### config.mk
export PLATFORM = sky130hd
export DESIGN_NAME = mii_rx_framer_flat
export DESIGN_NICKNAME = d
export VERILOG_FILES = /design/src/rtl/mii_rx_framer_if.sv /design/src/rtl/mii_rx_framer.sv /design/src/flat_wrapper.sv
export SDC_FILE = /design/constraint.sdc
export NUM_CORES = 1
export LEC_CHECK = 0
export CELL_PAD_IN_SITES_DETAIL_PLACEMENT = 1
export CELL_PAD_IN_SITES_GLOBAL_PLACEMENT = 1
export CORE_MARGIN = 4
export CORE_UTILIZATION = 47
export CTS_BUF_LIST = sky130_fd_sc_hd__clkbuf_8
export DETAILED_ROUTE_END_ITERATION = 10
export HOLD_SLACK_MARGIN = 0.15
export PLACE_DENSITY_LB_ADDON = 0.1
export SLEW_MARGIN = 30
export SYNTH_ARGS = -nofsm -noshare
export SYNTH_HDL_FRONTEND = slang
export SYNTH_SLANG_ARGS = --single-unit
### constraint.sdc
create_clock -name clk -period 3.1 [get_ports clk]
set_input_delay 0.465 -clock clk [delete_from_list [all_inputs] [get_ports clk]]
set_output_delay 0.465 -clock clk [all_outputs]
set_load 0.01 [all_outputs]
### src/rtl/mii_rx_framer_if.sv
// MII receive nibble inputs and payload byte stream outputs of mii_rx_framer.
// The master view belongs to the framer and the slave view to the PHY/sink side.
interface mii_rx_framer_if;
    logic [3:0] mii_rx_data;
    logic       mii_rx_dv;
    logic       mii_rx_er;
    logic [7:0] m_tdata;
    logic       m_tvalid;
    logic       m_tlast;
    logic [3:0] m_tuser;

    modport master (
        input  mii_rx_data, mii_rx_dv, mii_rx_er,
        output m_tdata, m_tvalid, m_tlast, m_tuser
    );

    modport slave (
        output mii_rx_data, mii_rx_dv, mii_rx_er,
        input  m_tdata, m_tvalid, m_tlast, m_tuser
    );
endinterface

### src/rtl/mii_rx_framer.sv
// MII receive framer: preamble/SFD detection, nibble-to-byte assembly, CRC-32 check, FCS strip.
// Optional frame counters are enabled by defining MII_RX_FRAMER_STATS_EN.
module mii_rx_framer #(
    parameter int MIN_FRAME_LEN = 64,
    parameter int MAX_FRAME_LEN = 1518
) (
    input  logic            clk,
    input  logic            reset,
    mii_rx_framer_if.master bus
`ifdef MII_RX_FRAMER_STATS_EN
    ,
    output logic [31:0]     stat_frames_ok,
    output logic [31:0]     stat_frames_err,
    output logic [31:0]     stat_runts
`endif
);
    typedef enum logic [1:0] {
        IDLE     = 2'd0,
        PREAMBLE = 2'd1,
        DATA     = 2'd2,
        DROP     = 2'd3
    } state_t;

    localparam int          DEPTH       = 5;
    localparam logic [10:0] MIN_LEN     = 11'(MIN_FRAME_LEN);
    localparam logic [10:0] OVER_LEN    = 11'(MAX_FRAME_LEN + 1);
    localparam logic [10:0] CNT_MAX     = 11'd2047;
    localparam logic [31:0] CRC_INIT    = 32'hFFFF_FFFF;
    localparam logic [31:0] CRC_RESIDUE = 32'hDEBB_20E3;
    localparam logic [3:0]  NIB_PRE     = 4'h5;
    localparam logic [3:0]  NIB_SFD     = 4'hD;

    // Reflected CRC-32 (poly 0xEDB88320), one byte, LSB first.
    function automatic logic [31:0] crc32_byte(input logic [31:0] crc, input logic [7:0] data);
        logic [31:0] c;
        c = crc ^ {24'd0, data};
        for (int i = 0; i < 8; i++) begin
            if (c[0]) c = (c >> 1) ^ 32'hEDB8_8320;
            else      c = c >> 1;
        end
        return c;
    endfunction

    state_t      state_r, state_s;
    logic [31:0] crc_r;
    logic [10:0] byte_cnt_r;
    logic [3:0]  nib_lo_r;
    logic        phase_r;
    logic        er_seen_r;
    logic [7:0]  dl_r [DEPTH];

    logic [7:0]  tdata_r;
    logic        tvalid_r, tlast_r;
    logic [3:0]  tuser_r;

    logic        dv_s, er_now_s, byte_done_s, full_s, overlong_s;
    logic [3:0]  nib_s;
    logic [7:0]  byte_s;
    logic [10:0] cnt_next_s;
    logic        emit_s, last_s, runt_s;
    logic [3:0]  user_s;

    assign dv_s        = bus.mii_rx_dv;
    assign nib_s       = bus.mii_rx_data;
    assign er_now_s    = bus.mii_rx_dv & bus.mii_rx_er;
    assign byte_s      = {nib_s, nib_lo_r};
    assign byte_done_s = (state_r == DATA) && dv_s && phase_r;
    assign full_s      = (byte_cnt_r >= 11'd5);
    assign cnt_next_s  = (byte_cnt_r == CNT_MAX) ? byte_cnt_r : byte_cnt_r + 11'd1;
    assign overlong_s  = byte_done_s && (cnt_next_s == OVER_LEN);

    // State register
    always_ff @(posedge clk) begin
        if (reset) state_r <= IDLE;
        else       state_r <= state_s;
    end

    // Next-state logic
    always_comb begin
        state_s = state_r;
        case (state_r)
            IDLE: begin
                if (!dv_s)                 state_s = IDLE;
                else if (nib_s == NIB_PRE) state_s = PREAMBLE;
                else                       state_s = DROP;
            end
            PREAMBLE: begin
                if (!dv_s)                 state_s = IDLE;
                else if (nib_s == NIB_PRE) state_s = PREAMBLE;
                else if (nib_s == NIB_SFD) state_s = DATA;
                else                       state_s = DROP;
            end
            DATA: begin
                if (!dv_s)           state_s = IDLE;
                else if (overlong_s) state_s = DROP;
                else                 state_s = DATA;
            end
            DROP: begin
                if (!dv_s) state_s = IDLE;
                else       state_s = DROP;
            end
            default: state_s = IDLE;
        endcase
    end

    // Beat, status and drop decisions; the beat always carries the oldest held byte
    always_comb begin
        emit_s = 1'b0;
        last_s = 1'b0;
        user_s = 4'd0;
        runt_s = 1'b0;
        case (state_r)
            IDLE: begin
                runt_s = dv_s && (nib_s != NIB_PRE);
            end
            PREAMBLE: begin
                runt_s = !dv_s || ((nib_s != NIB_PRE) && (nib_s != NIB_SFD));
            end
            DATA: begin
                if (!dv_s) begin
                    if (full_s) begin
                        emit_s = 1'b1;
                        last_s = 1'b1;
                        user_s = {byte_cnt_r < MIN_LEN, phase_r, er_seen_r, crc_r != CRC_RESIDUE};
                    end else begin
                        runt_s = 1'b1;
                    end
                end else if (byte_done_s && full_s) begin
                    emit_s = 1'b1;
                    if (overlong_s) begin
                        last_s = 1'b1;
                        user_s = {1'b1, 1'b0, er_seen_r | er_now_s, 1'b0};
                    end else begin
                        last_s = 1'b0;
                    end
                end else begin
                    emit_s = 1'b0;
                end
            end
            default: begin
                emit_s = 1'b0;
            end
        endcase
    end

    // Byte assembly, CRC, length count, delay line and registered outputs
    always_ff @(posedge clk) begin
        if (reset) begin
            crc_r      <= CRC_INIT;
            byte_cnt_r <= 11'd0;
            nib_lo_r   <= 4'd0;
            phase_r    <= 1'b0;
            er_seen_r  <= 1'b0;
            tdata_r    <= 8'd0;
            tvalid_r   <= 1'b0;
            tlast_r    <= 1'b0;
            tuser_r    <= 4'd0;
            for (int i = 0; i < DEPTH; i++) dl_r[i] <= 8'd0;
        end else begin
            tvalid_r <= emit_s;
            tlast_r  <= last_s;
            tuser_r  <= user_s;
            tdata_r  <= emit_s ? dl_r[DEPTH-1] : 8'd0;
            // rx_er history restarts with the first dv cycle seen from IDLE
            if (state_r == IDLE) er_seen_r <= er_now_s;
            else                 er_seen_r <= er_seen_r | er_now_s;
            case (state_r)
                PREAMBLE: begin
                    if (dv_s && (nib_s == NIB_SFD)) begin
                        phase_r    <= 1'b0;
                        crc_r      <= CRC_INIT;
                        byte_cnt_r <= 11'd0;
                    end
                end
                DATA: begin
                    if (dv_s && !phase_r) begin
                        nib_lo_r <= nib_s;
                        phase_r  <= 1'b1;
                    end else if (dv_s) begin
                        phase_r    <= 1'b0;
                        crc_r      <= crc32_byte(crc_r, byte_s);
                        byte_cnt_r <= cnt_next_s;
                        for (int i = DEPTH - 1; i > 0; i--) dl_r[i] <= dl_r[i-1];
                        dl_r[0] <= byte_s;
                    end
                end
                default: begin
                    phase_r <= phase_r;
                end
            endcase
        end
    end

    assign bus.m_tdata  = tdata_r;
    assign bus.m_tvalid = tvalid_r;
    assign bus.m_tlast  = tlast_r;
    assign bus.m_tuser  = tuser_r;

`ifdef MII_RX_FRAMER_STATS_EN
    logic        runt_r;
    logic [31:0] ok_r, err_r, runts_r;

    // Frame and drop counters, each one cycle behind its event
    always_ff @(posedge clk) begin
        if (reset) begin
            runt_r  <= 1'b0;
            ok_r    <= 32'd0;
            err_r   <= 32'd0;
            runts_r <= 32'd0;
        end else begin
            runt_r <= runt_s;
            if (tvalid_r && tlast_r && (tuser_r == 4'd0)) ok_r  <= ok_r + 32'd1;
            if (tvalid_r && tlast_r && (tuser_r != 4'd0)) err_r <= err_r + 32'd1;
            if (runt_r) runts_r <= runts_r + 32'd1;
        end
    end

    assign stat_frames_ok  = ok_r;
    assign stat_frames_err = err_r;
    assign stat_runts      = runts_r;
`else
    logic unused_runt_s;
    assign unused_runt_s = runt_s;
`endif
endmodule

### src/flat_wrapper.sv
// flat-port wrapper written by rule: the top's interface ports become plain ports
module mii_rx_framer_flat 
#(
    parameter int MIN_FRAME_LEN = 64,
    parameter int MAX_FRAME_LEN = 1518
)
  (clk, reset, bus_mii_rx_data, bus_mii_rx_dv, bus_mii_rx_er, bus_m_tdata, bus_m_tvalid, bus_m_tlast, bus_m_tuser);
  mii_rx_framer_if bus_i ();
  input  logic clk;
  input  logic reset;
  input wire logic [$bits(bus_i.mii_rx_data)-1:0] bus_mii_rx_data;
  input wire logic [$bits(bus_i.mii_rx_dv)-1:0] bus_mii_rx_dv;
  input wire logic [$bits(bus_i.mii_rx_er)-1:0] bus_mii_rx_er;
  output wire logic [$bits(bus_i.m_tdata)-1:0] bus_m_tdata;
  output wire logic [$bits(bus_i.m_tvalid)-1:0] bus_m_tvalid;
  output wire logic [$bits(bus_i.m_tlast)-1:0] bus_m_tlast;
  output wire logic [$bits(bus_i.m_tuser)-1:0] bus_m_tuser;
  assign bus_i.mii_rx_data = bus_mii_rx_data;
  assign bus_i.mii_rx_dv = bus_mii_rx_dv;
  assign bus_i.mii_rx_er = bus_mii_rx_er;
  assign bus_m_tdata = bus_i.m_tdata;
  assign bus_m_tvalid = bus_i.m_tvalid;
  assign bus_m_tlast = bus_i.m_tlast;
  assign bus_m_tuser = bus_i.m_tuser;
  mii_rx_framer #(.MIN_FRAME_LEN(MIN_FRAME_LEN), .MAX_FRAME_LEN(MAX_FRAME_LEN)) u_core (.clk(clk), .reset(reset), .bus(bus_i));
endmodule
==> summary.md <==
| Metric | Value |
|---|---|
| CP startpoint kind | `flip-flop` |
| Tightest hold margin | `0.456 ns` |
| Vias in the first global route | `3696` |
| Hold_buf cts | `0` |
| Wire length on met3 | `293 µm` |
| Final slew viol count | `0` |
| Area grow syn2layout | `12.0%` |
| Synth Cell Area | `about 5200 µm²` |
| Io pins | `22` |
| Residual DRC | `0` |
| Fillers | `between 1000 and 1500` |
| RSZ-0062 raised after global routing | `no` |
| Main area contributors after synthesis | `dfxtp_1 25%, edfxtp_1 23%, and2_1 5.9%, xnor2_1 5.9%, xnor3_1 5.2%` |
| Count leader, synth | `dfxtp_1` |
| Crit path arrival time | `about 2.8 ns` |
| Syn Nets | `approximately 480` |
| GPL Wtd Cong | `approximately 0.78` |
| Min-Delay Path Class | `reg2reg` |
| DP HPWL | `~7900 µm` |
| Post-synth EDFFs | `40` |
| Total GRT Usage | `19.1%` |
| Worst EP required | `roughly 3.4 ns` |
| CTS HTree Levels | `3` |
| Final setup vio count | `0` |
| Reg clk slew, reported paths | `0.11 ns` |
| Resized cells post-CTS | `0` |
| Initial antenna violation count | `0` |
| Chip height | `about 110 µm` |
| Synth Instances | `around 470` |
| Register area share after synthesis | `about half` |
| Pleak | `roughly 2.1 nW` |
| Initial Util | `48.0%` |
| Path type of the worst setup path | `reg2reg` |
| Worst R2R Setup Slack | `between 0.6 and 0.7 ns` |
| DR vias/cell | `between 5 and 6` |
| Placed instance area | `~5600 µm²` |
| Layout cell share with drive strength beyond 1 | `between 9 and 10%` |
| Final nets | `a little under 500` |
| Final period utilization | `between 70% and 80%` |
| Post-route ant nets | `0` |
| WL met2 | `between 5000 and 6000 µm` |
| Met1 WL | `5270 µm` |
| Setup Buffers After CTS | `0` |
| Netlist cell types | `54` |
| Die X | `113 µm` |
| Routed vias | `approximately 3400` |
| Synthesized flop and latch total | `roughly 110` |
| Setup ws final | `approximately 0.66 ns` |
| Antenna Cells | `0` |
| Post-synth top area cell | `dfxtp_1` |
| Clk_lat worst skew | `0.39 ns` |
| DR pass1 iterations | `6` |
| Largest net degree at the start of global routing | `53` |
| CTS tree | `yes` |
| Critical path endpoint category | `flip-flop` |
| CTS Root Buffer Type | `clkbuf_8` |
| Post-synth top area share | `between 20% and 30%` |
| # port buffers | `21` |
| Max VDD drop | `roughly 0.25 mV` |
| Max_slew headroom | `between 50% and 60%` |
| Cell area after layout | `~5800 µm²` |
| Max-cap violations | `0` |
| Pre-CTS setup slack | `about 0.55 ns` |
| Max Used Layer | `met4` |
| Post-synth top cells | `65 x dfxtp_1, 49 x and2_1, 40 x edfxtp_1, 35 x xnor2_1, 33 x nand2b_1` |
| Syn Area/Cell | `around 11 µm²` |
| Die area | `between 10000 and 15000 µm²` |
| DRT iter0 DRCs | `~180` |
| Status | `completed` |
| Pwr dens | `470 nW/µm²` |
| CTS sink count | `around 110` |
| Clock skew | `between 0.01 and 0.015 ns` |
| Final total power | `~0.0027 W` |
| Area of the core | `~11000 µm²` |
| FFs w/ async S/R, synth | `0%` |
| Yosys warning count | `0` |
| # rows | `38` |
| Worst Path Max Fanout | `12` |
| Inserted Clock Buffers | `9` |
| Ys flop type | `dfxtp_1` |
| Wirelength per Cell | `~18 µm` |
| Worst-case clock buffer depth | `2` |
| First-pass GRT wire length | `19200 µm` |
| GR Overflow Total | `0` |
| Final setup TNS | `0 ns` |
| Fmax | `0.410 GHz` |
| Worst Max-Slew Pin Slew | `just under 0.7 ns` |
| Hold Violations, Final | `0` |
| Final WL | `about 11000 µm` |
| Final Critical Period | `about 2.4 ns` |
## critical path, stage by stage (launching register included)
cell	delay [ns]
dfxtp_1	0.56
ha_1	0.33
nand3_1	0.25
or4_1	0.53
a22oi_1	0.34
nand4_1	0.17
a22oi_1	0.20
## layer usage
metal	up-vias	track usage, %
met2	42	32.0
met4	0	8.73
li1	1681	-
met1	1690	24.4
met5	-	0
met3	21	3.10
## final timing paths
kind / from / endpoint / cells past startpoint
setup / recovery: u_core.byte_cnt_r[0] / u_core.bus.m_tuser[1] / 6
hold / removal: u_core.dl_r[4][2] / u_core.bus.m_tdata[2] / 1
setup reg to reg: u_core.byte_cnt_r[0] / u_core.bus.m_tuser[1] / 6
hold reg to reg: u_core.dl_r[4][2] / u_core.bus.m_tdata[2] / 1
## kinds of logic (layout without fill, tap and decap cells)
kind of cell / count (synthesis) / in the layout / synth area share, %
xor+xnor: 69 / 69 / 18.7
fa+ha+maj: 2 / 2 / 0.480
flops: 105 / 105 / 48.0
mux: 7 / 7 / 1.39
compound gates: 73 / 73 / 9.08
buf+inv: 33 / 56 / 2.50
simple gates: 176 / 176 / 19.8
## cell type report
class | instances | area, µm² | share of cell area (%)
clock buffer | 9 | 124 | 2.12
clock inverter | 7 | 103 | 1.76
inverter | 5 | 18.8 | 0.322
multi-input combinational | 327 | 2580 | 44.3
sequential | 105 | 2500 | 42.9
tap | 140 | 175 | 3.00
timing repair buffer | 35 | 328 | 5.62
## flip-flops by register name, summed over array words and instances, names as in the netlist
| register | count |
|---|---|
| u_core.bus.m_tdata | 8 |
| u_core.byte_cnt_r | 11 |
| u_core.state_r | 2 |
| u_core.nib_lo_r | 4 |
| u_core.bus.m_tvalid | 1 |
| u_core.bus.m_tlast | 1 |
| u_core.bus.m_tuser | 4 |
| u_core.er_seen_r | 1 |
| u_core.phase_r | 1 |
| u_core.crc_r | 32 |
| u_core.dl_r | 40 |
## layout by cell type, fill, tap and decap left out, types with 12 or more instances in the layout
master and instances:
dfxtp_1 65, and2_1 49, edfxtp_1 40, xnor2_1 35, nand2b_1 32, o22ai_1 28, clkdlybuf4s50_1 21, nor2_1 20
nand2_1 17, buf_4 13, xnor3_1 12
## metrics by stage
stage          std cells  utilization, %
6_report             628            53.8
5_1_grt              628            53.8
4_1_cts              628            53.8
3_5_place_dp         612            51.7
3_3_place_gp         612            51.7
2_1_floorplan        465               -
## report_power, final
group          switching (W)  internal [W]
Combinational       0.000134      0.000157
Sequential         0.0000166       0.00146
Clock               0.000512      0.000466
Total               0.000663       0.00208
No activity file was read; power rests on OpenSTA's default activity.
